$ cat config.mk
export PLATFORM = sky130hd
export DESIGN_NAME = alu_sequencer
export DESIGN_NICKNAME = d
export VERILOG_FILES = /design/src/rtl/alu_sequencer.sv
export SDC_FILE = /design/constraint.sdc
export NUM_CORES = 1
export LEC_CHECK = 0
export ABC_AREA = 1
export BUFFER_PORTS_ARGS = -buffer_cell sky130_fd_sc_hd__buf_2
export CAP_MARGIN = 20
export CELL_PAD_IN_SITES_DETAIL_PLACEMENT = 1
export CELL_PAD_IN_SITES_GLOBAL_PLACEMENT = 1
export CORE_ASPECT_RATIO = 1.4
export CORE_MARGIN = 1.5
export CORE_UTILIZATION = 34
export DETAILED_ROUTE_END_ITERATION = 8
export PLACE_DENSITY = 0.82
export SLEW_MARGIN = 30
export SYNTH_ARGS = -nofsm -noshare
export SYNTH_HDL_FRONTEND = slang
export SYNTH_SLANG_ARGS = --single-unit
export TNS_END_PERCENT = 20
$ cat constraint.sdc
create_clock -name CLK -period 1.7 [get_ports CLK]
set_clock_uncertainty 0.1 [all_clocks]
set_input_delay 0.51 -clock CLK [delete_from_list [all_inputs] [get_ports CLK]]
set_output_delay 0.51 -clock CLK [all_outputs]
set_load 0.01 [all_outputs]
$ cat src/rtl/alu_sequencer.sv
// Request/response front end for the 4-bit ALU: registers ALU inputs, waits a settle window,
// captures F/COUT into a response and an accumulator. Optional: ALU_SEQ_OPCNT_EN adds OP_CNT.
module alu_sequencer #(
  parameter int         SETTLE_CYCLES = 1,
  parameter logic [3:0] ACC_RESET     = 4'h0
) (
  input  logic       CLK,
  input  logic       RST,
  input  logic       REQ_VALID,
  output logic       REQ_READY,
  input  logic [3:0] REQ_OP,
  input  logic [3:0] REQ_A,
  input  logic [3:0] REQ_B,
  input  logic       REQ_CIN,
  input  logic       REQ_USE_ACC,
  output logic       ALU_SEL0,
  output logic       ALU_SEL1,
  output logic       ALU_SEL2,
  output logic       ALU_SEL3,
  output logic [3:0] ALU_A,
  output logic [3:0] ALU_B,
  output logic       ALU_CIN,
  input  logic [3:0] ALU_F,
  input  logic       ALU_COUT,
  output logic       RSP_VALID,
  input  logic       RSP_READY,
  output logic [3:0] RSP_F,
  output logic       RSP_COUT,
  output logic       RSP_ZERO,
  output logic [3:0] ACC,
  output logic [1:0] o_dbg_state
`ifdef ALU_SEQ_OPCNT_EN
  , output logic [7:0] OP_CNT
`endif
);

  // Handshakes: a transfer happens on a rising CLK edge where valid and ready are both high;
  // valid and its payload stay stable until that edge, ready may depend combinationally on the sink.
  typedef enum logic [1:0] {S_IDLE = 2'd0, S_DRIVE = 2'd1, S_RESPOND = 2'd2} state_t;

  localparam logic [3:0] SETTLE_INIT = 4'(SETTLE_CYCLES);

  state_t     r_state;
  logic [3:0] r_cnt;
  logic [3:0] r_sel;
  logic [3:0] r_alu_a;
  logic [3:0] r_alu_b;
  logic       r_alu_cin;
  logic       r_rsp_valid;
  logic [3:0] r_rsp_f;
  logic       r_rsp_cout;
  logic       r_rsp_zero;
  logic [3:0] r_acc;
`ifdef ALU_SEQ_OPCNT_EN
  logic [7:0] r_op_cnt;
`endif

  logic w_req_ready;
  logic w_accept;

  assign w_req_ready = (r_state == S_IDLE) || ((r_state == S_RESPOND) && RSP_READY);
  assign w_accept    = REQ_VALID && w_req_ready;

  always_ff @(posedge CLK or posedge RST) begin
    if (RST) begin
      r_state     <= S_IDLE;
      r_cnt       <= 4'h0;
      r_sel       <= 4'h0;
      r_alu_a     <= 4'h0;
      r_alu_b     <= 4'h0;
      r_alu_cin   <= 1'b0;
      r_rsp_valid <= 1'b0;
      r_rsp_f     <= 4'h0;
      r_rsp_cout  <= 1'b0;
      r_rsp_zero  <= 1'b0;
      r_acc       <= ACC_RESET;
`ifdef ALU_SEQ_OPCNT_EN
      r_op_cnt    <= 8'h00;
`endif
    end else begin
      case (r_state)
        S_DRIVE: begin
          r_cnt <= r_cnt - 4'd1;
          if (r_cnt == 4'd1) begin
            r_rsp_f     <= ALU_F;
            r_rsp_cout  <= ALU_COUT;
            r_rsp_zero  <= (ALU_F == 4'h0);
            r_acc       <= ALU_F;
            r_rsp_valid <= 1'b1;
            r_state     <= S_RESPOND;
          end
        end
        S_RESPOND: begin
          if (RSP_READY) begin
            r_rsp_valid <= 1'b0;
            r_state     <= S_IDLE;
`ifdef ALU_SEQ_OPCNT_EN
            r_op_cnt    <= r_op_cnt + 8'd1;
`endif
          end
        end
        default: ;
      endcase
      // Accept overrides the RESPOND->IDLE move so back-to-back requests skip IDLE.
      if (w_accept) begin
        r_sel     <= REQ_OP;
        r_alu_a   <= REQ_USE_ACC ? r_acc : REQ_A;
        r_alu_b   <= REQ_B;
        r_alu_cin <= REQ_CIN;
        r_cnt     <= SETTLE_INIT;
        r_state   <= S_DRIVE;
      end
    end
  end

  assign REQ_READY   = w_req_ready;
  assign ALU_SEL0    = r_sel[0];
  assign ALU_SEL1    = r_sel[1];
  assign ALU_SEL2    = r_sel[2];
  assign ALU_SEL3    = r_sel[3];
  assign ALU_A       = r_alu_a;
  assign ALU_B       = r_alu_b;
  assign ALU_CIN     = r_alu_cin;
  assign RSP_VALID   = r_rsp_valid;
  assign RSP_F       = r_rsp_f;
  assign RSP_COUT    = r_rsp_cout;
  assign RSP_ZERO    = r_rsp_zero;
  assign ACC         = r_acc;
  assign o_dbg_state = r_state;
`ifdef ALU_SEQ_OPCNT_EN
  assign OP_CNT      = r_op_cnt;
`endif

endmodule

== Yosys cells after proc, flatten, opt, wreduce, memory -nomap -nowiden ==
Index checks and enable logic that the tools add are counted.
Storage, ports and cells
  register bits: 26
  bits in writable memories: 0
  logic and storage cells: 39
  output and inout bits: 27
  bits of input ports: 23
  bits in latches: 0
  memory bits (read-only): 0
  memories kept: 0
Operators by class
  $mul: 0
  div/mod/pow operators: 0
  $lt $le $gt $ge: 0
  add/sub/neg operators: 1
  eq/ne operators: 7
  shifts and indexed selects: 0
  reduce and logical (&&, ||, !) cells: 11
  bitwise gates (word level): 0
  muxes and demuxes: 10
Operators by type and width (number)
  two-way mux 4 bit: 3
  two-way mux 2 bit: 3
  inequality test 3 bit, second input constant: 2
  AND reduction 3 bit: 2
  == test 4 x 1 -> 1 bit, second input constant: 1
  zero test 4 bit: 1
  inequality test 2 bit, second input constant: 2
  case mux 2 bit (2 select lines): 1
  nonzero test 2 bit: 2
  subtractor 4 x 1 -> 4 bit, second input constant: 1
  nonzero test 3 bit: 1
  == test 2 x 1 -> 1 bit, second input constant: 1
  == test 2 bit, second input constant: 1
  logical AND 1 bit: 2
  zero test 2 bit: 1
  two-way mux 1 bit: 2
  case mux 1 bit (2 select lines): 1
  AND reduction 2 bit: 1
  logical OR 1 bit: 1

== Depth between registers and ports, before layout ==
Gate-level depths: netlist of run 1.
  depth in word-level cells: 6
  gate-level depth with buffers: 7
  mapped depth without buffers: 7

== Worst setup path before layout of run 1 ==
Ideal clock, no wire load.
  kind: in2out
  start point: input port RSP_READY
  end point: output port REQ_READY
  required time: 1.090 ns
  slack: 0.336 ns
  stages on the path: 2
  path buffers: 0
  arrival: 0.754 ns
  cell sequence: inv_1 a21oi_1
Between the ends
  cells in the longest elaborated chain, start to end: 2
Ends and longest elaborated chain
  start: declaration: line 26  | input logic RSP_READY,
  logical AND 1 bit: line 61  | assign w_req_ready = (r_state == S_IDLE) || ((r_state == S_RESPOND) && RSP_READY);
  logical OR 1 bit: line 61
  end: declaration: line 10  | output logic REQ_READY,
No other way between the ends.

== Worst setup path in the final report of run 1 ==
  start point: register r_state[1] (netlist: o_dbg_state[1])
  end point: output port REQ_READY
Between the ends
  cells in the longest elaborated chain, start to end: 3
  elaborated cells between the ends (all ways): 4
  those cells by class: eq/ne: 1; reduce/logical: 3
Ends and longest elaborated chain
  start: declaration: line 43  | state_t r_state;
  start signal: assignment: line 66  | r_state <= S_IDLE;
  start signal: assignment: line 90  | r_state <= S_RESPOND;
  start signal: assignment: line 96  | r_state <= S_IDLE;
  == test 2 bit: line 61
  logical AND 1 bit: line 61
  logical OR 1 bit (*): line 61
Mark *: on every way between the ends. The rest lies on a longest branch, timed or not.

==> results of run 1 <==
## routing by layer
layer	share of wire, %	wire (µm)
met5	0	0
met4	1.7	47
met1	38	1060
met3	4.6	128
met2	56	1565
## worst register-to-register path, delay by kind of cell (launching register included)
family / cells / cell delay (ns)
simple gates: 4 / 0.47
buf+inv: 2 / 0.38
flops: 1 / 0.43
## metrics by stage
stage / setup slack (ns) / cell area, µm² / total power [mW] / cells / hold WS, ns
floorplan: 0.3360 / 1219 / 1.996 / 131 / 0.3801
global placement: 0.2086 / 1461 / 2.340 / 214 / 0.3562
detailed placement: 0.1311 / 1461 / 2.422 / 214 / 0.3593
CTS: 0.00004663 / 1533 / 2.939 / 218 / 0.1868
global route: 0.03801 / 1541 / 3.159 / 219 / 0.2050
finish: 0.09511 / 1541 / 2.905 / 219 / 0.1760
## state kept, by name, indices dropped and copies added, names as in the netlist
signal / count
ACC: 4
ALU_A: 4
ALU_B: 4
ALU_CIN: 1
RSP_COUT: 1
RSP_VALID: 1
RSP_ZERO: 1
o_dbg_state: 2
r_cnt: 4
r_sel: 4
## final timing paths
path	from	to	slack [ns]	cells past startpoint
worst max-delay path	o_dbg_state[1]	REQ_READY	0.1	2
worst min-delay path	RST	RSP_ZERO	0.18	3
worst max register to register	o_dbg_state[1]	ALU_B[2]	0.26	6
worst min register to register	ALU_CIN	ALU_CIN	0.38	2
max in group asynchronous	RST	o_dbg_state[1]	1.06	3
min in group CLK	REQ_OP[1]	r_sel[1]	0.33	3
## cell usage after synthesis
cell type and count:
buf_4 4, o2bb2ai_1 1, o211ai_1 1, dfrtp_1 26, nor2_8 1, nand2_1 52, ha_1 2, nand4_1 1
nor2_2 1, buf_6 1, nor2_4 1, inv_1 8, nor2_1 3, mux2i_1 4, a31oi_1 1, nand3_1 4
o21ai_2 3, inv_2 2, buf_8 1, buf_1 1, a21oi_1 1, a21oi_2 1, nand2_2 2, inv_4 2
o21ai_0 6, nand3_4 1
## layout make-up
type,instances,share of cell area [%]
Inverter,12,3.247
Clock inverter,1,1.948
Multi-Input combinational cell,86,29.71
Timing Repair Buffer,51,16.88
Clock buffer,3,2.679
Tap cell,40,3.247
Sequential cell,26,42.29
## kinds of logic (layout without fill, tap and decap cells)
group | after synthesis | in the layout | share of synthesized area [%]
AOI/OAI and AO/OA | 14 | 14 | 7.598
adders and majority gates | 2 | 2 | 2.053
buffers and inverters | 19 | 67 | 9.034
DFF | 26 | 26 | 53.39
muxes | 4 | 4 | 3.286
and+or+nand+nor | 66 | 66 | 24.64
## power by group through the flow
stage / clock (mW) / combinational [mW] / sequential (mW)
5_1_grt: 0.543 / 1.47 / 1.15
2_1_floorplan: 0 / 0.772 / 1.22
3_3_place_gp: 0 / 1.23 / 1.11
4_1_cts: 0.523 / 1.30 / 1.12
3_5_place_dp: 0 / 1.29 / 1.13
6_report: 0.511 / 1.29 / 1.10
## what timing repair did
item / 4_1_cts / 5_1_grt
buffers inserted: 0 / 1
hold endpoints to repair: 0 / 0
gates resized for setup: 0 / 1
setup endpoints to repair: 0 / 1
==> qor.yml, run 1 <==
synth_top_area_cell: "dfrtp_1"
synth-seq-cells: 26
seqPwrFrac_pct: 37.9
netSwitchingFraction_pct: 40.51
grt_pass1_wl_um: 4671
cp.arrival_ns: 0.99
yosys_warnings: 0
final_common_cell: "nand2_1"
p_switching_mw: 1.177
coreArea_um2: 3410
ys_types: 26
synth_top_area_share_pct: 53.39
drt-initial-drc-count: 4
cts_tree: "done"
slew_headroom_pct: 78.09
wl_per_cell_um: 12.79
finalCritPeriodShare_pct: 94.41
p_int_mw: 1.728
setup_violations: 0
fmax_mhz: 623.1
tns_ns: 0
hpwlAfterDp_um: 2246
required_ns: 1.09
pin_count: 50
gr-usage-met2_pct: 29.08
rsz0062_at_grt: "no"
grt_start_max_net_pins: 27
max-vdd-ir-drop_v: 0.001055
top_usage_layer: "met2"
syn_area_per_cell_um2: 9.303
h-tree-depth: 1
synth_area_um2: 1219
diodes: 0
combPwrFrac_pct: 44.5
worstPathMaxFanout: 4
cts.sinks: 26
nNetsFinal: 205
grt_pass1_vias: 1085
multiInputGateArea_um2: 457.9
drive_gt1_share_pct: 39.11
path_buf_inv: 1
drt-pass1-iter-count: 2
crit_chain: "a21oi_1 -> buf_2"
numPortBuffers: 49
die_area_um2: 3958
seq_area_frac_synth_pct: 53.39
clk_latency_ns: 0.27
critPathTopFamily: "flip-flops"
clk_pin_slew_ns: 0.09
initial_core_util_pct: 35.74
crit_type: "register to primary output"
drt.antenna.violating_nets: 0
cts_hold_buf: 0
endpoint_kind: "primary output"
die_w_um: 53.60
fp-row-count: 25
hold_viol_final: 0
n_fill_cell: 425
critPathMaxStageDelay_ns: 0.43
utilization_pct: 45.21
postSynthCellCount: 131
numCtsBuffers: 3
tightestPinTransition_ns: 0.3286
critPathLaunchType: "register"
overflow: 0
route.detailed.drc: 0
via_count: 1015
antenna_found_initial: 0
report.final.slew_viol_count: 0
power.density_nw_per_um2: 1885
final_cell_mix: "nand2_1 (52), buf_2 (49), dfrtp_1 (25)"
via_per_inst: 4.635
hp-class: "input pin to async pin"
syn_to_final_growth_pct: 26.49
wl_um: 2801
grt_use_met1_pct: 17.72
outcome: "finished clean"
power_frac_clock_pct: 17.6
gp_congestion: 0.7477
die_y_um: 73.84
track_usage_pct: 16.08
slowest_stage: "dfrtp_2"
min_period_ns: 1.605
gr-usage-met3_pct: 3.049
leakage_nw: 0.8779
maxCapViolations: 0
yosys-top-cells-area: "dfrtp_1 (53%), nand2_1 (16%), mux2i_1 (3.3%)"
seq_area_um2: 651.9
cts_root_buf: "clkbuf_8"
syn-num-nets: 156
cts.path.max_buffers: 2
Power figures use the tool's default switching activity.
==> inputs of run 2 (changes only) <==
==> constraint.sdc (replaced) <==
create_clock -name CLK -period 1.7 [get_ports CLK]
set_clock_uncertainty 0.1 [all_clocks]
set_input_delay 0.085 -clock CLK [delete_from_list [all_inputs] [get_ports CLK]]
set_output_delay 0.085 -clock CLK [all_outputs]
set_load 0.01 [all_outputs]
==> run 2 against run 1 <==
Sequential power about the same. Highest routed layer unchanged. Clock power down 21%. Largest power group unchanged. Global-route usage is 1.8 points higher. Maximum frequency is 14% higher. Routed wire length grew 15%. Setup slack improved by 0.19 ns. Critical endpoint is now ALU_B[2]. Largest cell class unchanged. Critical path depth increased by 3. Sequential share of layout area is 3.2 points lower. Combinational power barely moved. Hold slack got worse by 0.15 ns.
==> qor.yml, run 2 (synthesis gave the netlist of run 1 again) <==
gp_congestion: 0.7423
critPathTopFamily: "simple AND/OR/NAND/NOR gates"
grt_pass1_wl_um: 5133
final_cell_mix: "nand2_1 (52), buf_2 (49), dfrtp_1 (26)"
seqPwrFrac_pct: 39.5
cts.sinks: 26
outcome: "finished clean"
die_area_um2: 3958
initial_core_util_pct: 35.74
path_buf_inv: 1
finalCritPeriodShare_pct: 82.94
hp-class: "input pin to register"
leakage_nw: 0.9298
nNetsFinal: 219
wl_met1_um: 1232
antenna_found_initial: 0
drt-pass1-iter-count: 3
cts_root_buf: "clkbuf_8"
rrSetupSlack_ns: 0.29
fmax_mhz: 709.2
power_frac_clock_pct: 14.2
rsz0062_at_grt: "no"
crit_chain: "nand2_1 -> nand3_4 -> inv_2 -> nand2_1 -> nand2_1"
endpoint_kind: "register"
syn_to_final_growth_pct: 36.76
setup_violations: 0
post-route-cell-area_um2: 1667
p_switching_mw: 1.224
grt_pass1_vias: 1115
combPwrFrac_pct: 46.3
hold_viol_final: 0
grt_start_max_net_pins: 27
maxCapViolations: 0
tightestPinTransition_ns: 0.3275
p_total_mw: 2.849
final_common_cell: "nand2_1"
cp.arrival_ns: 1.52
via_count: 1087
report.final.slew_viol_count: 0
slew_headroom_pct: 78.16
clk_pin_slew_ns: 0.09
pin_count: 50
tns_ns: 0
wl_um: 3224
p_int_mw: 1.625
die_y_um: 73.84
drt.antenna.violating_nets: 0
power.density_nw_per_um2: 1709
path_depth: 5
min_period_ns: 1.410
wl_met3_um: 111
h-tree-depth: 1
cts_tree: "done"
fp-row-count: 25
drt-initial-drc-count: 10
required_ns: 1.81
critPathLaunchType: "register"
track_usage_pct: 17.85
worstSetupStartpoint: "o_dbg_state[1]"
route.detailed.drc: 0
crit_type: "register to register"
drive_gt1_share_pct: 35.23
die_w_um: 53.60
endpoint: "ALU_B[2]"
hpwlAfterDp_um: 2409
crit_top_cell: "nand2_1"
max-vdd-ir-drop_v: 0.001071
diodes: 0
coreArea_um2: 3410
rr_startpoint: "o_dbg_state[1]"
clk_latency_ns: 0.27
numCtsBuffers: 3
dr_wl_met2_um: 1790
r2r_end: "ALU_B[2]"
cts.path.max_buffers: 2
slowest_stage: "dfrtp_1"
reg2regPathDepth: 5
top_layer: "met4"
worstPathMaxFanout: 24
wl_per_cell_um: 13.84
numPortBuffers: 49
postCtsSetupRepairBufs: 0
via_per_inst: 4.665
critPathMaxStageDelay_ns: 0.48
overflow: 0
place_area_um2: 1461
netSwitchingFraction_pct: 42.96
run 2: changes by cell type in the layout (fill, tap and decap cells not counted), sizes merged:
cell         change
buf              -1
bufinv           -1
clkbuf           +1
dlygate4sd3     +15
run 2: per-layer routing:
| metal | vias up | track usage (%) |
|---|---|---|
| met5 | - | 0 |
| met4 | 0 | 7.123 |
| met3 | 8 | 2.236 |
| met2 | 29 | 32.37 |
| met1 | 519 | 20.53 |
| li1 | 531 | - |
run 2: area by class of cell:
cell class | instances | area, µm²
clock buffer | 4 | 55.05
fill | 416 | 1743
inverter | 12 | 50.05
multi-input combinational | 86 | 457.9
sequential | 26 | 650.6
tap | 40 | 50.05
timing repair buffer | 65 | 402.9
run 2: worst reg2reg max path, cell delays in order, from the launching register on:
cell and delay (ns):
dfrtp_1 0.48, nand2_1 0.16, nand3_4 0.25, inv_2 0.22
nand2_1 0.07, nand2_1 0.07
run 2: per-stage QoR:
step                      setup slack (ns)  utilization, %  instances  hold slack [ns]
after CTS                           0.2607           48.88        233          0.03042
after global routing                0.1438           48.88        233          0.03309
after detailed placement            0.2734           42.86        214          0.06312
after global placement              0.3531           42.86        214          0.05383
final                               0.2900           48.88        233          0.02505
after floorplan                     0.4431               -        131          0.02502
run 2: repair_timing:
item / CTS / global route
resized for setup: 0 / 0
hold buffers: 15 / 0
hold endpoints to repair: 40 / 0
run 2: how the worst min path moves through the flow:
stage                          from  slack [ns]   endpoint  cells after the start
after floorplan                 RST        0.03     ACC[0]                      1
after global placement          RST        0.05   RSP_ZERO                      3
after detailed placement        RST        0.06     ACC[3]                      3
after CTS                 RSP_READY        0.03  RSP_VALID                      3
after global routing      RSP_READY        0.03  RSP_VALID                      3
final                      REQ_A[1]        0.03   ALU_A[1]                      3
run 2: power groups by stage:
| stage | Sequential [mW] | Combinational [mW] | Clock [mW] |
|---|---|---|---|
| 2_1_floorplan | 1.22 | 0.772 | 0 |
| 3_3_place_gp | 1.11 | 1.23 | 0 |
| 3_5_place_dp | 1.14 | 1.30 | 0 |
| 4_1_cts | 1.13 | 1.34 | 0.406 |
| 5_1_grt | 1.17 | 1.48 | 0.438 |
| 6_report | 1.13 | 1.32 | 0.405 |
